`src/rtl/ccff_loader_pkg.sv`:
```
// Shared types and constants for the configuration-chain bitstream loader.
package ccff_loader_pkg;

  typedef enum logic [1:0] {
    IDLE      = 2'd0,
    WAIT_WORD = 2'd1,
    SHIFT     = 2'd2,
    DONE      = 2'd3
  } state_t;

  localparam logic [15:0] CRC_POLY = 16'h1021;
  localparam logic [15:0] CRC_INIT = 16'hFFFF;

  // Number of bitstream words needed to cover the whole chain.
  function automatic int unsigned word_count(input int unsigned chain_len,
                                             input int unsigned word_w);
    return (chain_len + word_w - 1) / word_w;
  endfunction

endpackage

```
`src/rtl/ccff_crc16_serial.sv`:
```
// Bit-serial CRC-16-CCITT accumulator over the bits returned from the chain tail.
module ccff_crc16_serial
  import ccff_loader_pkg::*;
(
  input  logic        i_clk,
  input  logic        i_rst,
  input  logic        i_clear,
  input  logic        i_en,
  input  logic        i_din,
  output logic [15:0] o_crc
);

  logic [15:0] r_crc;
  logic        w_fb;

  assign w_fb = r_crc[15] ^ i_din;

  always_ff @(posedge i_clk) begin
    if (i_rst || i_clear) begin
      r_crc <= CRC_INIT;
    end else if (i_en) begin
      r_crc <= {r_crc[14:0], 1'b0} ^ (w_fb ? CRC_POLY : 16'h0000);
    end
  end

  assign o_crc = r_crc;

endmodule

```
`src/rtl/ccff_bitstream_loader.sv`:
```
// Serializes bitstream words into the fabric configuration chain, LSB first.
// Define CCFF_READBACK_CRC_EN to add a CRC-16 of the bits shifted out of ccff_tail.
//
// state     | meaning
// IDLE      | no load in progress; waits for start
// WAIT_WORD | chain stalled, waiting for the hold buffer to fill
// SHIFT     | one chain bit per cycle, shift_en high
// DONE      | all CHAIN_LEN bits shifted; one cycle, then IDLE
module ccff_bitstream_loader
  import ccff_loader_pkg::*;
#(
  parameter int CHAIN_LEN = 4096,
  parameter int WORD_W    = 32,
  parameter int CNT_W     = $clog2(CHAIN_LEN + 1)
) (
  input  logic              prog_clk,
  input  logic              pReset,
  input  logic              start,
  input  logic              abort,
  input  logic [WORD_W-1:0] in_data,
  input  logic              in_valid,
  output logic              in_ready,
  output logic              ccff_head,
  input  logic              ccff_tail,
  output logic              shift_en,
  output logic              busy,
  output logic              done
`ifdef CCFF_READBACK_CRC_EN
  ,
  output logic [15:0]       readback_crc
`endif
);

  localparam int BIDX_W = $clog2(WORD_W);
  localparam logic [CNT_W-1:0]  NWORDS   = CNT_W'(word_count(CHAIN_LEN, WORD_W));
  localparam logic [CNT_W-1:0]  LAST_BIT = CNT_W'(CHAIN_LEN - 1);
  localparam logic [BIDX_W-1:0] LAST_IDX = BIDX_W'(WORD_W - 1);

  state_t              r_state;
  logic [WORD_W-1:0]   r_sr;
  logic [BIDX_W-1:0]   r_bidx;
  logic [WORD_W-1:0]   r_hb;
  logic                r_hv;
  logic [CNT_W-1:0]    r_bcnt;
  logic [CNT_W-1:0]    r_wcnt;
  logic                r_done;

  logic                w_busy;
  logic                w_shift;
  logic                w_xfer;

  assign w_busy    = (r_state == WAIT_WORD) || (r_state == SHIFT);
  assign w_shift   = (r_state == SHIFT);
  assign in_ready  = w_busy && !r_hv && (r_wcnt < NWORDS);
  assign w_xfer    = in_valid && in_ready;

  assign shift_en  = w_shift;
  assign ccff_head = w_shift & r_sr[r_bidx];
  assign busy      = w_busy;
  assign done      = r_done;

  always_ff @(posedge prog_clk) begin
    if (pReset) begin
      r_state <= IDLE;
      r_sr    <= '0;
      r_bidx  <= '0;
      r_hb    <= '0;
      r_hv    <= 1'b0;
      r_bcnt  <= '0;
      r_wcnt  <= '0;
      r_done  <= 1'b0;
    end else if (abort) begin
      r_state <= IDLE;
      r_bidx  <= '0;
      r_hv    <= 1'b0;
      r_bcnt  <= '0;
      r_wcnt  <= '0;
      r_done  <= 1'b0;
    end else begin
      if (w_xfer) begin
        r_hb   <= in_data;
        r_hv   <= 1'b1;
        r_wcnt <= r_wcnt + 1'b1;
      end
      case (r_state)
        IDLE: begin
          if (start) begin
            r_state <= WAIT_WORD;
            r_bcnt  <= '0;
            r_wcnt  <= '0;
            r_hv    <= 1'b0;
            r_done  <= 1'b0;
          end
        end
        WAIT_WORD: begin
          if (r_hv) begin
            r_sr    <= r_hb;
            r_hv    <= 1'b0;
            r_bidx  <= '0;
            r_state <= SHIFT;
          end
        end
        SHIFT: begin
          r_bcnt <= r_bcnt + 1'b1;
          r_bidx <= r_bidx + 1'b1;
          if (r_bcnt == LAST_BIT) begin
            r_state <= DONE;
            r_done  <= 1'b1;
          end else if (r_bidx == LAST_IDX) begin
            r_bidx <= '0;
            // A word arriving on the last bit goes straight into SR to avoid a bubble.
            if (r_hv) begin
              r_sr <= r_hb;
              r_hv <= 1'b0;
            end else if (w_xfer) begin
              r_sr <= in_data;
              r_hv <= 1'b0;
            end else begin
              r_state <= WAIT_WORD;
            end
          end
        end
        DONE:    r_state <= IDLE;
        default: r_state <= IDLE;
      endcase
    end
  end

`ifdef CCFF_READBACK_CRC_EN
  logic w_crc_clr;

  assign w_crc_clr = (r_state == IDLE) && start && !abort;

  ccff_crc16_serial u_crc (
    .i_clk   (prog_clk),
    .i_rst   (pReset),
    .i_clear (w_crc_clr),
    .i_en    (w_shift),
    .i_din   (ccff_tail),
    .o_crc   (readback_crc)
  );
`else
  logic w_unused_tail;
  assign w_unused_tail = ccff_tail;
`endif

endmodule
```
`config.mk`:
```
export PLATFORM = sky130hd
export DESIGN_NAME = ccff_bitstream_loader
export DESIGN_NICKNAME = d
export VERILOG_FILES = /design/src/rtl/ccff_loader_pkg.sv /design/src/rtl/ccff_crc16_serial.sv /design/src/rtl/ccff_bitstream_loader.sv
export SDC_FILE = /design/constraint.sdc
export NUM_CORES = 1
export LEC_CHECK = 0
export CORE_MARGIN = 10
export CORE_UTILIZATION = 36
export CTS_CLUSTER_DIAMETER = 80
export DETAILED_ROUTE_END_ITERATION = 12
export GPL_ROUTABILITY_DRIVEN = 0
export GPL_TIMING_DRIVEN = 0
export PLACE_DENSITY_LB_ADDON = 0.12
export SLEW_MARGIN = 20
export SYNTH_ARGS = -nofsm -noshare
export SYNTH_HDL_FRONTEND = slang
export SYNTH_SLANG_ARGS = --single-unit
```
`constraint.sdc`:
```
create_clock -name prog_clk -period 2.3 [get_ports prog_clk]
set_input_delay 0.46 -clock prog_clk [delete_from_list [all_inputs] [get_ports prog_clk]]
set_output_delay 0.46 -clock prog_clk [all_outputs]
set_load 0.005 [all_outputs]
```
==> results of run 1 <==
metal layers:
layer	GRT usage (%)	routed length, microns	vias up
met3	3.43	446	12
met1	17.3	5680	2004
met5	0	0	-
met2	22.6	6190	66
met4	4.51	144	0
li1	-	-	2042
worst register-to-register path, delay by kind of cell (launching register included):
family,cells,cell delay [ps]
flops,1,390
fa+ha+maj,1,280
simple gates,2,340
compound gates,2,930
buf+inv,3,390
sequential cells by signal, indices dropped and copies added, names as in the netlist:
name and flops:
done 1, r_bcnt 13, r_bidx 5, r_hb 32, r_hv 1, r_sr 32, r_state 2, r_wcnt 13
final timing paths:
| kind | depth (start not counted) | endpoint | slack (ps) |
|---|---|---|---|
| setup / recovery | 6 | ccff_head | -170 |
| hold / removal | 2 | r_hb[14]$_SDFFE_PP0P_ | 460 |
| setup reg to reg | 8 | r_sr[1]$_SDFFE_PP0P_ | -110 |
| hold reg to reg | 2 | r_hb[14]$_SDFFE_PP0P_ | 460 |
stage by stage:
| stage | setup TNS [ps] | cell area [sq um] | total power [mW] |
|---|---|---|---|
| finish | -1850 | 6000 | 3.60 |
| global route | -4560 | 6000 | 3.76 |
| CTS | -248 | 5580 | 3.57 |
| detailed placement | -23280 | 5150 | 2.14 |
| global placement | -23400 | 5150 | 2.13 |
| floorplan | 0 | 4530 | 1.99 |
kinds of logic (layout without fill, tap and decap cells):
group                      after synthesis  in the layout  synth area share (%)
buffers and inverters                   74            141                  6.35
xor gates and xnor gates                10             10                  1.94
muxes                                   13             13                  4.55
AOI/OAI and AO/OA                      142            142                  20.9
adders and majority gates                9              9                  2.50
and+or+nand+nor                        182            182                  19.8
DFF                                     99             99                  43.9
report_power, final:
part	switching [mW]	internal, mW	total, mW	leakage, nW
clock	0.643	0.762	1.40	0.129
combinational	0.213	0.204	0.417	0.984
sequential	0.0238	1.76	1.78	0.803
cell type report:
| class | count | area (sq um) |
|---|---|---|
| fillers | 1187 | 6160 |
| multi-input cells | 356 | 2600 |
| flip-flops and latches | 99 | 1990 |
| repair buffers | 56 | 568 |
| clock buffers | 12 | 246 |
| plain buffers | 34 | 213 |
| well taps | 168 | 210 |
| inverters | 36 | 143 |
| clock inverters | 3 | 25.0 |
cell usage in the layout, fill, tap and decap left out, types with 7 or more instances in the layout:
master / count
a21oi_1: 47
a221oi_2: 29
buf_4: 16
clkbuf_1: 15
clkbuf_16: 12
clkdlybuf4s50_1: 38
dfxtp_1: 94
inv_1: 34
nand2_1: 87
nand2b_1: 7
nand3_1: 10
nand4_1: 8
nor2_1: 19
nor2b_1: 7
o22ai_1: 28
timing repair:
item                       in CTS  in global routing
gates cloned                    0                  3
gates resized for setup        54                 59
setup buffers                   5                  7
setup endpoints to repair      69                 40
pin swaps                       7                 25
==> results.ini, run 1 <==
[timing]
hold_viol = 0
period_share_pct = 107
drv_slew = 0
fin_crit_ps = 2470
rsz0062_at_grt = true
fmax_ghz = 0.405
setup_ws_ps = -168
setup_viol_count_final = 33
fin_hold_ws_ps = 456
relSlewSlack_pct = 47.5
fin_skew_ps = 7.73
worstMarginPinSlew_ps = 782

[critical_path]
critical_path_arrival_ps = 2010
required_ps = 1840
crit_family = multiplexers
worstSetupPathType = reg2out
crit_path_max_fanout = 4
worstReg2RegStart = r_state[1]$_SDFFE_PP0P_
critPathLaunch = r_bidx[0]$_SDFFE_PP0P_
path_buf_inv = 2
end_kind = output pin
cpPeakStageDelay_ps = 520
critPathSlowestCell = mux4_2
start_kind = flip-flop
crit_chain = buf_8 -> mux4_2 -> a22o_1 -> o41ai_2 -> a21oi_1 -> buf_2

[global_route]
grt_pass1_vias = 3947
grt.total_usage_pct = 13.8
grt_overflow = 0
grt_pass1_wl_microns = 19900
grt_antenna_before_repair = 0
grt_max_degree = 16

[synthesis]
syn_avg_cell_area_sq_um = 8.53
netlist_top_cells_count = dfxtp_1 (99), nand2_1 (87), a21oi_1 (47)
synthTopCellsByArea = dfxtp_1 (44%), nand2_1 (7.2%), a221oi_1 (6.2%)
synth.yosys.seq_area_share_pct = 43.9
ys_warn_count = 0
synth_edf_count = 0
syn_nets = 576
async_flop_share_pct = 0
ys_seq_elements = 99
synth_area_leader_cell = dfxtp_1
yosysTopAreaCellShare_pct = 43.9
netlist_instances = 529
synthFlopType = dfxtp_1
yosysMostFrequentCell = dfxtp_1
synth_cell_type_count = 49
syn_area_sq_mm = 0.00451

[floorplanning]
dieWidth_microns = 132
die_y_microns = 132
ioPinCount = 43
start_util_pct = 37.1
core.rowCount = 40
core_sq_mm = 0.0122
die_area_sq_mm = 0.0174

[routing]
post-route-drc-count = 0
routedWlPerCell_microns = 16.3
drt_iter0_drc = 213
vias = 4124
firstDrtPassIters = 4
wirelength_microns = 12500
ant_nets = 0
avgViaCountPerCell = 5.40

[final_layout]
stdcell_count = 764
final_util_pct = 49.3
area.growth.synth_to_final_pct = 33.0
fin_nets = 639
antenna_cells = 0
drive_gt1_share_pct = 19.6

[outcome]
status = finished, violations left
violations = setup timing

[hold_path]
hold_class = reg2reg
hold_start = r_hb[14]$_SDFFE_PP0P_

[power]
power.density_mw_per_mm2 = 600
peakVddDrop_v = 0.000380
leakage_nw = 1.92

[flow_run]
cap_violations = 0

[clock_tree]
clk_pin_slew_ps = 70
cts_buffers = 9
cts_max_path_buffers = 2
cts_tree = done
root_buffer = clkbuf_16
cts_num_sinks = 99
cts_htree_levels = 3
cts-hold-fix-buffers = 0
clk_latency_ps = 350

[placement]
dp.cells = 738
post-place-ws_ps = -701
hpwlAfterDp_microns = 8610
port_buffers = 41

(Power assumes the default switching activity.)
==> inputs of run 2 (changes only) <==
--- a/config.mk
+++ b/config.mk
@@ -5,9 +5,11 @@
 export SDC_FILE = /design/constraint.sdc
 export NUM_CORES = 1
 export LEC_CHECK = 0
+export CAP_MARGIN = 20
 export CORE_MARGIN = 10
 export CORE_UTILIZATION = 36
 export CTS_CLUSTER_DIAMETER = 80
+export CTS_CLUSTER_SIZE = 25
 export DETAILED_ROUTE_END_ITERATION = 12
 export GPL_ROUTABILITY_DRIVEN = 0
 export GPL_TIMING_DRIVEN = 0
==> results of run 2 <==
The final DEF is identical to that of run 1; final timing and power are the same.
